[src/rtl/frame_reduce_pkg.sv]
// Shared types and accumulator identities for frame_reduce.
// Used by the top level; word_reduce has no state and needs none of it.
package frame_reduce_pkg;

  typedef enum logic [1:0] {
    IDLE = 2'd0,
    ACC  = 2'd1,
    HOLD = 2'd2
  } state_t;

  localparam logic AND_ID = 1'b1;
  localparam logic OR_ID  = 1'b0;
  localparam logic XOR_ID = 1'b0;

endpackage

[src/rtl/frame_reduce_word_reduce.sv]
// Combinational reduction of one WIDTH-bit word to AND, OR and XOR bits.
// Zero latency, no flow control.
module word_reduce #(
  parameter int WIDTH = 4
) (
  input  logic [WIDTH-1:0] word,
  output logic             red_and,
  output logic             red_or,
  output logic             red_xor
);

  assign red_and = &word;
  assign red_or  = |word;
  assign red_xor = ^word;

endmodule

[src/rtl/frame_reduce.sv]
// Reduces a frame of words to AND/OR/XOR bits plus a saturating word count and overflow flag.
// Result valid one cycle after the in_last word; single-entry output register, in_ready low while it is unconsumed.
module frame_reduce
  import frame_reduce_pkg::*;
#(
  parameter  int WIDTH     = 4,
  parameter  int MAX_WORDS = 16,
  localparam int CW        = $clog2(MAX_WORDS + 1)
) (
  input  logic             clk,
  input  logic             rst_n,
  input  logic             in_valid,
  output logic             in_ready,
  input  logic [WIDTH-1:0] in_data,
  input  logic             in_last,
  output logic             out_valid,
  input  logic             out_ready,
  output logic             out_and,
  output logic             out_or,
  output logic             out_xor,
  output logic [CW-1:0]    out_count,
  output logic             out_overflow
);

  state_t        state_q, state_d;
  logic          acc_and_q, acc_and_d;
  logic          acc_or_q, acc_or_d;
  logic          acc_xor_q, acc_xor_d;
  logic [CW-1:0] acc_cnt_q, acc_cnt_d;
  logic          acc_ovf_q, acc_ovf_d;
  logic          out_valid_q, out_valid_d;
  logic          out_and_q, out_and_d;
  logic          out_or_q, out_or_d;
  logic          out_xor_q, out_xor_d;
  logic [CW-1:0] out_count_q, out_count_d;
  logic          out_ovf_q, out_ovf_d;

  logic          w_and, w_or, w_xor;
  logic          accept, at_max;
  logic          fold_and, fold_or, fold_xor, fold_ovf;
  logic [CW-1:0] fold_cnt;

  word_reduce #(.WIDTH(WIDTH)) u_word_reduce (
    .word    (in_data),
    .red_and (w_and),
    .red_or  (w_or),
    .red_xor (w_xor)
  );

  assign in_ready = rst_n && ((state_q != HOLD) || out_ready);
  assign accept   = in_valid && in_ready;

  // Accumulators sit at identity outside ACC, so the same fold serves the first word of a frame.
  assign at_max   = (acc_cnt_q == CW'(MAX_WORDS));
  assign fold_and = acc_and_q & w_and;
  assign fold_or  = acc_or_q | w_or;
  assign fold_xor = acc_xor_q ^ w_xor;
  assign fold_cnt = at_max ? acc_cnt_q : acc_cnt_q + CW'(1);
  assign fold_ovf = acc_ovf_q | at_max;

  always_comb begin
    state_d     = state_q;
    acc_and_d   = acc_and_q;
    acc_or_d    = acc_or_q;
    acc_xor_d   = acc_xor_q;
    acc_cnt_d   = acc_cnt_q;
    acc_ovf_d   = acc_ovf_q;
    out_valid_d = out_valid_q;
    out_and_d   = out_and_q;
    out_or_d    = out_or_q;
    out_xor_d   = out_xor_q;
    out_count_d = out_count_q;
    out_ovf_d   = out_ovf_q;

    if (state_q == HOLD && out_ready) begin
      out_valid_d = 1'b0;
      state_d     = IDLE;
    end

    if (accept) begin
      if (in_last) begin
        out_valid_d = 1'b1;
        out_and_d   = fold_and;
        out_or_d    = fold_or;
        out_xor_d   = fold_xor;
        out_count_d = fold_cnt;
        out_ovf_d   = fold_ovf;
        acc_and_d   = AND_ID;
        acc_or_d    = OR_ID;
        acc_xor_d   = XOR_ID;
        acc_cnt_d   = '0;
        acc_ovf_d   = 1'b0;
        state_d     = HOLD;
      end else begin
        acc_and_d = fold_and;
        acc_or_d  = fold_or;
        acc_xor_d = fold_xor;
        acc_cnt_d = fold_cnt;
        acc_ovf_d = fold_ovf;
        state_d   = ACC;
      end
    end
  end

  always_ff @(posedge clk) begin
    if (!rst_n) begin
      state_q     <= IDLE;
      acc_and_q   <= AND_ID;
      acc_or_q    <= OR_ID;
      acc_xor_q   <= XOR_ID;
      acc_cnt_q   <= '0;
      acc_ovf_q   <= 1'b0;
      out_valid_q <= 1'b0;
      out_and_q   <= 1'b0;
      out_or_q    <= 1'b0;
      out_xor_q   <= 1'b0;
      out_count_q <= '0;
      out_ovf_q   <= 1'b0;
    end else begin
      state_q     <= state_d;
      acc_and_q   <= acc_and_d;
      acc_or_q    <= acc_or_d;
      acc_xor_q   <= acc_xor_d;
      acc_cnt_q   <= acc_cnt_d;
      acc_ovf_q   <= acc_ovf_d;
      out_valid_q <= out_valid_d;
      out_and_q   <= out_and_d;
      out_or_q    <= out_or_d;
      out_xor_q   <= out_xor_d;
      out_count_q <= out_count_d;
      out_ovf_q   <= out_ovf_d;
    end
  end

  assign out_valid    = out_valid_q;
  assign out_and      = out_and_q;
  assign out_or       = out_or_q;
  assign out_xor      = out_xor_q;
  assign out_count    = out_count_q;
  assign out_overflow = out_ovf_q;

endmodule

[config.mk]
export PLATFORM = sky130hd
export DESIGN_NAME = frame_reduce
export DESIGN_NICKNAME = d
export VERILOG_FILES = /design/src/rtl/frame_reduce_pkg.sv /design/src/rtl/frame_reduce_word_reduce.sv /design/src/rtl/frame_reduce.sv
export SDC_FILE = /design/constraint.sdc
export NUM_CORES = 1
export LEC_CHECK = 0
export BUFFER_PORTS_ARGS = -buffer_cell sky130_fd_sc_hd__buf_2
export CORE_MARGIN = 5
export CORE_UTILIZATION = 40
export CTS_CLUSTER_SIZE = 24
export DETAILED_ROUTE_END_ITERATION = 10
export GPL_TIMING_DRIVEN = 0
export SYNTH_ARGS = -nofsm -noshare
export SYNTH_HDL_FRONTEND = slang
export SYNTH_HIERARCHICAL = 1
export SYNTH_SLANG_ARGS = --single-unit
[constraint.sdc]
create_clock -name clk -period 1.4 [get_ports clk]
set_clock_uncertainty 0.2 [all_clocks]
set_input_delay 0 -clock clk [delete_from_list [all_inputs] [get_ports clk]]
set_output_delay 0 -clock clk [all_outputs]
set_load 0.005 [all_outputs]
==> flow_summary.yaml <==
run_status:
  status: "finished with violations"
  violations: "setup timing"
cells_and_area:
  ff_latch_area_um2: 428
  drive_gt1_frac: 0.476
  antenna_cells: 0
  multi_input_comb_area_um2: 747
  syn_to_final_growth_pct: 53.9
  utilization: 0.649
  fill_cells: 204
  nets: 180
clock_network:
  h-tree-depth: 1
  clock_latency_ns: 0.31
  cts_tree: "yes"
  cts_buffers: 3
  cts-root-buf: "clkbuf_4"
  cts.path.max_buffers: 2
  path_clk_slew_ns: 0.12
  cts.sinks: 21
sta:
  rsz0062_at_grt: "yes"
  hold_viol: 0
  max_freq_mhz: 669
  min_period_ns: 1.49
  setup-tns-final_ns: -1.07
  hold_ws_ns: 0.00813
  setup_viol: 21
  period_share: 1.07
  fin_ws_ns: -0.0947
  maxSlewHeadroom: 0.589
  max_slew.worst_pin.slew_ns: 0.617
  slew_violations: 0
placement:
  dp_hpwl_um: 1850
  portBuffers: 19
  gp_congestion: 0.820
  dpl_worst_slack_ns: -0.167
critical_path:
  cp.required_ns: 1.41
  crit_fanout: 5
  cpPeakStageDelay_ns: 0.43
  cp-end-kind: "register"
  crit_type: "reg -> reg"
  startpoint_type: "register"
  worstPathArrival_ns: 1.50
  cpMaxStageDelayCell: "or3b_4"
  critical_path.cell_chain: "or3b_4, buf_6, nand3_4, o32ai_2"
routing:
  first_iter_violations: 32
  via_per_inst: 5.54
  ant_nets: 0
  routedWlPerCell_um: 15.9
  routed_wl_um: 3080
  num_vias: 1075
  dr.pass1.iters: 4
  drc: 0
yosys:
  synth_common_cells: "21 x dfxtp_1, 11 x a21oi_1, 9 x inv_1, 9 x nand2_1, 8 x nor2_1"
  synth.top_cell.area_share: 0.399
  ys_seq_area_frac: 0.399
  yosysWarnings: 6
  synth-edff-count: 0
  synth.most_common_cell: "dfxtp_1"
  yosysUniqueCellTypes: 38
  postSynthAreaPerCell_um2: 8.71
  syn-cell-area_mm2: 0.00105
  synth_ff_type: "dfxtp_1"
  synthesis.nets: 136
  syn_inst: 121
  synth_area_leaders: "dfxtp_1 40%, ha_1 7.1%, a21oi_1 5.2%"
  synthArstFlopShare: 0
  ys_seq_elements: 21
  synth_area_leader_cell: "dfxtp_1"
global_routing:
  grt_max_degree: 12
  grt_overflow: 0
  grt_pass1_wl_um: 5090
  antenna_found_initial: 0
  grt_use_total: 0.184
  grt_pass1_vias: 1064
die:
  rows: 18
  die_y_um: 61.3
  die_w_um: 61.3
  io_pins: 20
  initial_utilization: 0.421
  fp.dieArea_mm2: 0.00376
  coreArea_mm2: 0.00250
power_and_ir_drop:
  p_total_mw: 1.22
  leakage_nw: 0.655
  combinationalPowerShare: 0.219
  cellPowerDensity_mw_per_mm2: 750
  ir_drop_mv: 0.589
  pwr-share-seq: 0.528
  switching_power_mw: 0.350
  sw_frac_of_total: 0.288
  p_int_mw: 0.866
  p_clk_frac: 0.253
run:
  cap_violations: 0
min_path:
  hold_class: "in -> reg"
-- worst paths after layout --
| path | from | depth (start not counted) | slack [ns] | to |
|---|---|---|---|---|
| worst max-delay path | state_q[1] | 4 | -0.09 | acc_cnt_q[0] |
| worst min-delay path | in_data[3] | 5 | 0.008 | acc_and_q |
| worst max register to register | state_q[1] | 4 | -0.09 | acc_cnt_q[0] |
| worst min register to register | out_valid | 2 | 0.28 | out_valid |
-- kinds of logic (layout without fill, tap and decap cells) --
logic type,count (synthesis),after routing,share of synthesized area
xor gates and xnor gates,5,5,0.0416
muxes,1,1,0.00950
adders and majority gates,6,6,0.0713
DFF,21,21,0.399
and+or+nand+nor,39,39,0.200
buffers and inverters,16,59,0.0701
AOI/OAI and AO/OA,33,33,0.209
-- power groups by stage --
stage	Combinational (mW)	Sequential [mW]	Clock, mW
detailed placement	0.164	0.653	0
global route	0.293	0.646	0.325
CTS	0.240	0.639	0.307
global placement	0.161	0.652	0
finish	0.266	0.642	0.308
floorplan	0.105	0.652	0
-- cell usage in the layout (no fill, tap or decap), drive strengths merged, types with 2 or more instances in the layout --
cell type and n:
a211oi 3, a21oi 11, a31oi 2, and2 2, buf 38, clkbuf 5
dfxtp 21, dlygate4sd3 7, ha 6, inv 9, nand2 9, nand2b 2
nand3 6, nand4 2, nor2 8, nor3 2, nor4 3, o21ai 6
o22ai 2, o311ai 2, xnor2 2, xor2 3
-- layer usage --
metal / share of wire / wire (um) / up-vias / track usage
li1: - / - / 521 / -
met1: 0.44 / 1360 / 524 / 0.229
met2: 0.49 / 1510 / 28 / 0.332
met3: 0.062 / 190 / 2 / 0.0294
met4: 0.0075 / 23 / 0 / 0.0372
met5: 0 / 0 / - / 0
-- layout make-up --
cell class / count / share of cell area
inverters: 9 / 0.0208
well taps: 30 / 0.0231
repair buffers: 40 / 0.184
multi-input cells: 84 / 0.461
flip-flops and latches: 21 / 0.264
clock buffers: 4 / 0.0162
plain buffers: 6 / 0.0316
-- through the flow --
step,cell area [um^2],std cells
finish,1620,194
global route,1620,194
CTS,1530,191
detailed placement,1200,170
global placement,1200,170
floorplan,1070,121
-- worst max-delay path: cells and delay by family, from the launching register on --
family | cells | cell delay, ns
DFF | 1 | 0.37
and+or+nand+nor | 2 | 0.56
buffers and inverters | 1 | 0.16
AOI/OAI and AO/OA | 1 | 0.10
-- what timing repair did --
action	CTS	global route
pin swaps	7	5
hold endpoints to repair	12	0
resized for setup	35	12
hold buffers	7	0
setup buffers	10	3
cloned	1	0
endpoints found under the setup margin	21	21
No activity file was read; power rests on OpenSTA's default activity.
